## src/rtl/aes_round_key_stage.sv

```systemverilog
// -----------------------------------------------------------------------------
// aes_round_key_stage
//
// AddRoundKey stage and round sequencer for an iterative AES encryption
// datapath. The registered round state (state_out) feeds an external
// SubBytes -> ShiftRows -> mixcolumn chain. Each accepted round XORs the
// returned data with the round key supplied by the key schedule.
//
// The data source for each round depends on the round index r = key_round:
//   r == 0         : latched plaintext (initial AddRoundKey)
//   1 <= r <= NR-1 : mcl_in (column-mixed state)
//   r == NR        : sr_in  (final round skips MixColumns)
//
// Parameters
//   NR     number of rounds (10, 12 or 14)
//   RND_W  width of the round counter, 2**RND_W > NR
//
// Ports
//   clk         in   rising-edge clock
//   reset       in   asynchronous, active-high reset
//   start       in   begin a block; sampled only while idle
//   plaintext   in   128-bit input block, latched when start is accepted
//   mcl_in      in   mixcolumn output derived from state_out
//   sr_in       in   ShiftRows output derived from state_out (final round)
//   round_key   in   round key for index key_round
//   key_valid   in   round_key is valid this cycle; a round is accepted
//   key_req     out  key for key_round is requested
//   key_round   out  index of the requested round key, 0..NR
//   state_out   out  registered round state
//   busy        out  high while a block is in progress
//   done        out  one-cycle pulse, ciphertext has just been updated
//   ciphertext  out  final state, held until the next completion
//
// Byte order: [127:120] is byte 0 (row 0, column 0); columns are 32-bit
// groups, MSB first. The XOR is bitwise, so the order only matters to the
// surrounding chain.
// -----------------------------------------------------------------------------
module aes_round_key_stage #(
  parameter int NR    = 14,
  parameter int RND_W = 4
) (
  input  logic             clk,
  input  logic             reset,
  input  logic             start,
  input  logic [127:0]     plaintext,
  input  logic [127:0]     mcl_in,
  input  logic [127:0]     sr_in,
  input  logic [127:0]     round_key,
  input  logic             key_valid,
  output logic             key_req,
  output logic [RND_W-1:0] key_round,
  output logic [127:0]     state_out,
  output logic             busy,
  output logic             done,
  output logic [127:0]     ciphertext
);

  typedef enum logic {
    IDLE = 1'b0,
    RUN  = 1'b1
  } state_t;

  localparam logic [RND_W-1:0] LAST_ROUND = RND_W'(NR);

  state_t       state_q;
  state_t       state_d;
  logic [127:0] pt_q;
  logic [127:0] round_src;
  logic [127:0] round_val;
  logic         first_round;
  logic         last_round;
  logic         accept;

  assign first_round = (key_round == '0);
  assign last_round  = (key_round == LAST_ROUND);

  // A round completes on any RUN edge where the key schedule delivers;
  // without key_valid everything holds, however long the stall lasts.
  assign accept = (state_q == RUN) && key_valid;

  // Round data source. mcl_in/sr_in are combinational from state_out, so
  // the only register in the round loop is state_out itself.
  always_comb begin
    // NOTE: every variable assigned in always_comb gets a default first so no
    // path leaves it unassigned, which would otherwise infer a latch.
    round_src = mcl_in;
    if (first_round) begin
      round_src = pt_q;
    end else if (last_round) begin
      round_src = sr_in;
    end
  end

  assign round_val = round_src ^ round_key;

  // ---------------------------------------------------------------------------
  // FSM: next state and Moore outputs
  // ---------------------------------------------------------------------------
  always_comb begin
    state_d = state_q;
    busy    = 1'b0;
    key_req = 1'b0;
    case (state_q)
      IDLE: begin
        // The accepting edge only latches the block; round 0 comes after.
        if (start) begin
          state_d = RUN;
        end
      end
      RUN: begin
        busy    = 1'b1;
        key_req = 1'b1;
        if (key_valid && last_round) begin
          state_d = IDLE;
        end
      end
      default: state_d = IDLE;
    endcase
  end

  // NOTE: sequential state is written with non-blocking assignments only, so
  // every register samples the pre-edge values regardless of block order.
  always_ff @(posedge clk or posedge reset) begin
    if (reset) begin
      state_q <= IDLE;
    end else begin
      state_q <= state_d;
    end
  end

  // ---------------------------------------------------------------------------
  // Datapath: plaintext latch, round counter, round state, result
  // ---------------------------------------------------------------------------
  always_ff @(posedge clk or posedge reset) begin
    if (reset) begin
      pt_q       <= '0;
      key_round  <= '0;
      state_out  <= '0;
      ciphertext <= '0;
      done       <= 1'b0;
    end else begin
      done <= 1'b0;

      // start while busy is ignored: the latch is only written from IDLE.
      if ((state_q == IDLE) && start) begin
        pt_q      <= plaintext;
        key_round <= '0;
      end

      if (accept) begin
        state_out <= round_val;
        if (last_round) begin
          // Counter returns to 0 here, so it never exceeds NR or wraps.
          ciphertext <= round_val;
          done       <= 1'b1;
          key_round  <= '0;
        end else begin
          key_round <= key_round + RND_W'(1);
        end
      end
    end
  end

endmodule

```

## config.mk

```make
export PLATFORM = sky130hd
export DESIGN_NAME = aes_round_key_stage
export DESIGN_NICKNAME = d
export VERILOG_FILES = /design/src/rtl/aes_round_key_stage.sv
export SDC_FILE = /design/constraint.sdc
export NUM_CORES = 1
export LEC_CHECK = 0
export ABC_AREA = 1
export CAP_MARGIN = 40
export CORE_AREA = 2 2 300 302
export CTS_CLUSTER_DIAMETER = 40
export CTS_CLUSTER_SIZE = 25
export DETAILED_ROUTE_END_ITERATION = 10
export DIE_AREA = 0 0 302 304
export GPL_ROUTABILITY_DRIVEN = 0
export GPL_TIMING_DRIVEN = 0
export SLEW_MARGIN = 20
export SYNTH_ARGS = -nofsm -noshare
export SYNTH_HDL_FRONTEND = slang
export SYNTH_SLANG_ARGS = --single-unit
```

## constraint.sdc

```tcl
create_clock -name clk -period 20 [get_ports clk]
set_input_delay 5 -clock clk [delete_from_list [all_inputs] [get_ports clk]]
set_output_delay 5 -clock clk [all_outputs]
set_load 0.005 [all_outputs]
```

Word-level counts from Yosys, hierarchy flattened --
Index checks and enable logic that the tools add are counted.
Cells by class: equality and inequality tests 1, reductions and logical operators 6, add/subtract/negate cells 1, bitwise logic cells 2, multiplexer cells 11
Operator list (count):
- two-way mux 128 bit | 2
- bitwise XOR 128 bit | 1
- two-way mux 4 bit | 3
- two-way mux 1 bit | 5
- adder 4 x 1 -> 4 bit (second input constant) | 1
- == test 4 bit (second input constant) | 1
- logical NOT 4 bit | 1
- logical AND 1 bit | 3
- one-hot mux 1 bit (2 select lines) | 1
- AND reduction 2 bit | 1
- nonzero test 2 bit | 1
- inverter 1 bit | 1
Storage, ports and cells: register bits 390, input bits 516, output and inout bits 263, logic and storage cells 27

Longest topological paths before layout --
word-level depth 4, gate-level depth with buffers 11

Worst setup path after synthesis --
No wires, ideal clock.
path type input -> register, start point input port start, end point register pt_q[10], stages 7, data required time 19934 ps, data arrival time 5880 ps, path buffers 2, setup slack 14055 ps, cell sequence inv_1 > nor2_2 > inv_2 > clkbuf_1 > clkbuf_1 > nand2_1 > nand2_1
On the way: word-level cells in the longest chain between the ends 1
RTL lines:
- from (decl) | RTL line 44 | input logic start,
- logical AND 1 bit | RTL line 145 | if ((state_q == IDLE) && start) begin
- to (signal assigned) | RTL line 146 | pt_q <= plaintext;
- to (decl) | RTL line 67 | logic [127:0] pt_q;
Every way passes these cells. A chain may end at the register's enable or synchronous reset.

Final worst setup path --
start point input port key_valid, end point register state_out[13]
On the way: word-level cells in the longest chain between the ends 1
RTL lines:
- from (decl) | RTL line 49 | input logic key_valid,
- logical AND 1 bit | RTL line 79 | assign accept = (state_q == RUN) && key_valid;
- to (signal assigned) | RTL line 151 | state_out <= round_val;
- to (decl) | RTL line 52 | output logic [127:0] state_out,
Every way passes these cells.

==> summary.md <==
| Metric | Value |
|---|---|
| Port Buf Inserts | `778` |
| Sw Pwr | `1.91 mW` |
| H-tree depth | `3` |
| Die area | `0.0918 mm2` |
| Fmax achieved | `0.143 GHz` |
| Period utilization | `35.0%` |
| Commonest non-fill, non-tap cell in the layout | `nand2_1` |
| Fin Hold WS | `476 ps` |
| Vias | `28900` |
| Row cnt | `110` |
| DP Wirelength | `98300 um` |
| Worst hold-check path type | `reg -> reg` |
| Largest net degree at the start of global routing | `97` |
| Root buffer cell | `clkbuf_16` |
| WP data arrival | `7600 ps` |
| Area grow syn2layout | `53.7%` |
| Gate power share | `40.4%` |
| Number of buffers created by CTS | `93` |
| GRT overflow | `0` |
| Post-CTS Setup Inserts | `0` |
| Register area share after synthesis | `41.2%` |
| Final Cell Area | `0.0364 mm2` |
| Crit Path Class | `in -> reg` |
| Share of cells above drive strength 1 | `7.62%` |
| Post-Layout Cell Count | `5689` |
| Final Hold Fails | `0` |
| Global-route usage over all layers | `27.7%` |
| Period minus WS final | `7010 ps` |
| Synth Warn # | `0` |
| Clock skew | `29.9 ps` |
| Die Ht | `304 um` |
| Worst setup SP type | `input port` |
| Final Max Tran Viols | `0` |
| Routed Antenna Nets | `0` |
| Leak | `18.3 nW` |
| Clk sinks | `390` |
| Peak supply drop | `62.9 uV` |
| Worst-path clk slew | `50 ps` |
| Worst-path fanout max | `10` |
| Post-Synthesis Cells | `3493` |
| RSZ-0062 raised after global routing | `false` |
| Util after Layout | `40.9%` |
| Finish-stage setup viols | `0` |
| Nets@finish | `4891` |
| Commonest non-fill, non-tap cells in the layout | `nand2_1, clkdlybuf4s50_1, nand3_1` |
| Sw frac | `40.0%` |
| Mapped cell area | `0.0237 mm2` |
| Post-Place Cells | `5452` |
| Final wirelength | `132000 um` |
| Cts-stage hold buffer count | `0` |
| IO Count | `779` |
| Distinct cells, synth | `23` |
| Clock network power share | `32.3%` |
| Max-cap violations | `0` |
| Crit end category | `register` |
| Global-route wire length before repair | `188000 um` |
| Worst-Skew Late Latency | `650 ps` |
| Die W | `302 um` |
| Vias in the first global route | `27500` |
| Worst EP required | `20590 ps` |
| Status | `completed` |
| Power Dens Cells | `131 mW/mm2` |
| Worst-Margin Slew | `801 ps` |
| Initial DRC Count | `2997` |
| Worst slew margin | `46.6%` |
| Drt via density | `5.09` |
| CTS tree | `done` |
| Clk buf depth | `3` |
| DRC Markers | `0` |
| Synth Net Count | `4012` |
| Syn avg cell area | `6.79 um2` |
| Post-CTS Resized | `0` |
| Seq pwr share | `27.3%` |
| Total core area | `0.0890 mm2` |
| Placed cell areas | `0.0331 mm2` |
| Fill cell count | `9151` |
| Yosys reg bits | `390` |
| Wirelength per Cell | `23.2 um` |
| First-pass DRT Iterations | `8` |
| Internal | `2.87 mW` |
| Initial antenna violation count | `67` |
| Starting Density | `26.6%` |
final timing paths:
kind	slack, ps	startpoint	depth (start not counted)	endpoint
max in group asynchronous	13500	reset	5	state_out[69]$_DFFE_PP0P_
worst min register to register	480	state_out[22]$_DFFE_PP0P_	2	state_out[22]$_DFFE_PP0P_
worst min-delay path	480	state_out[22]$_DFFE_PP0P_	2	state_out[22]$_DFFE_PP0P_
worst max register to register	17220	key_round[0]$_DFFE_PP0P_	9	ciphertext[11]$_DFFE_PP0P_
min in group asynchronous	4720	reset	2	state_out[19]$_DFFE_PP0P_
worst max-delay path	12990	key_valid	7	state_out[13]$_DFFE_PP0P_
flip-flops by register name, indices dropped and copies added, names as in the netlist:
| register | cells |
|---|---|
| done | 1 |
| state_q | 1 |
| key_round | 4 |
| ciphertext | 128 |
| pt_q | 128 |
| state_out | 128 |
synthesized netlist by cell type:
master	number	area, um2
nand4_1	256	1600
nor2_2	2	12.5
buf_4	12	90.1
dfrtp_1	390	9760
inv_1	391	1470
nand3_2	1	10.0
ha_1	3	37.5
buf_6	15	169
nand3_1	770	3850
or2_1	55	344
nand3_4	1	17.5
buf_1	20	75.1
nor2_1	3	11.3
xnor2_1	1	8.76
o21ai_0	3	15.0
xor2_1	1	8.76
clkbuf_1	89	334
nand2_1	1282	4810
or2_2	13	81.3
buf_2	119	596
inv_2	5	18.8
o22ai_1	2	12.5
or2_0	59	369
power by group through the flow:
stage,Combinational [mW],Sequential [mW],Clock [mW]
floorplan,0.909,1.26,0
global placement,1.88,1.30,0
detailed placement,1.90,1.30,0
CTS,1.91,1.30,1.56
global route,2.07,1.33,1.60
finish,1.93,1.30,1.55
kinds of logic after synthesis:
family,synth area share [%]
adders and majority gates,0.158
DFF,41.2
xor gates and xnor gates,0.0739
buffers and inverters,11.6
and+or+nand+nor,46.9
AOI/OAI and AO/OA,0.116
through the flow:
step           setup WS, ps  setup TNS [ps]  total power, mW
4_1_cts               13070               0             4.76
6_report              12990               0             4.78
3_3_place_gp          -1900         -693640             3.18
3_5_place_dp          12380               0             3.20
5_1_grt               12980               0             5.01
2_1_floorplan          4160               0             2.17
area by class of cell:
cell class,instances,area (um2),share of cell area (%)
Multi-Input combinational cell,2452,11200,30.7
Sequential cell,390,9760,26.8
Timing Repair Buffer,784,7920,21.7
Clock buffer,115,2510,6.89
Inverter,396,1490,4.10
Tap cell,1176,1470,4.04
Buffer,255,1270,3.47
Clock inverter,59,668,1.83
Antenna cell,62,155,0.426
critical path, cell delays in order:
cell	delay, ps
clkdlybuf4s50_1	450
nand2_1	210
inv_1	250
buf_2	570
buf_1	600
nand3_1	360
nand2_1	140
per-layer routing:
layer / routed length (um) / share of wire [%] / global-route usage [%] / up-vias
met5: 13 / 0.0099 / 0 / -
met4: 7130 / 5.4 / 15.1 / 2
met3: 12900 / 9.8 / 6.74 / 365
met2: 58500 / 44 / 42.4 / 1719
met1: 53400 / 40 / 35.9 / 13700
li1: - / - / - / 13100
Power figures use the tool's default switching activity.
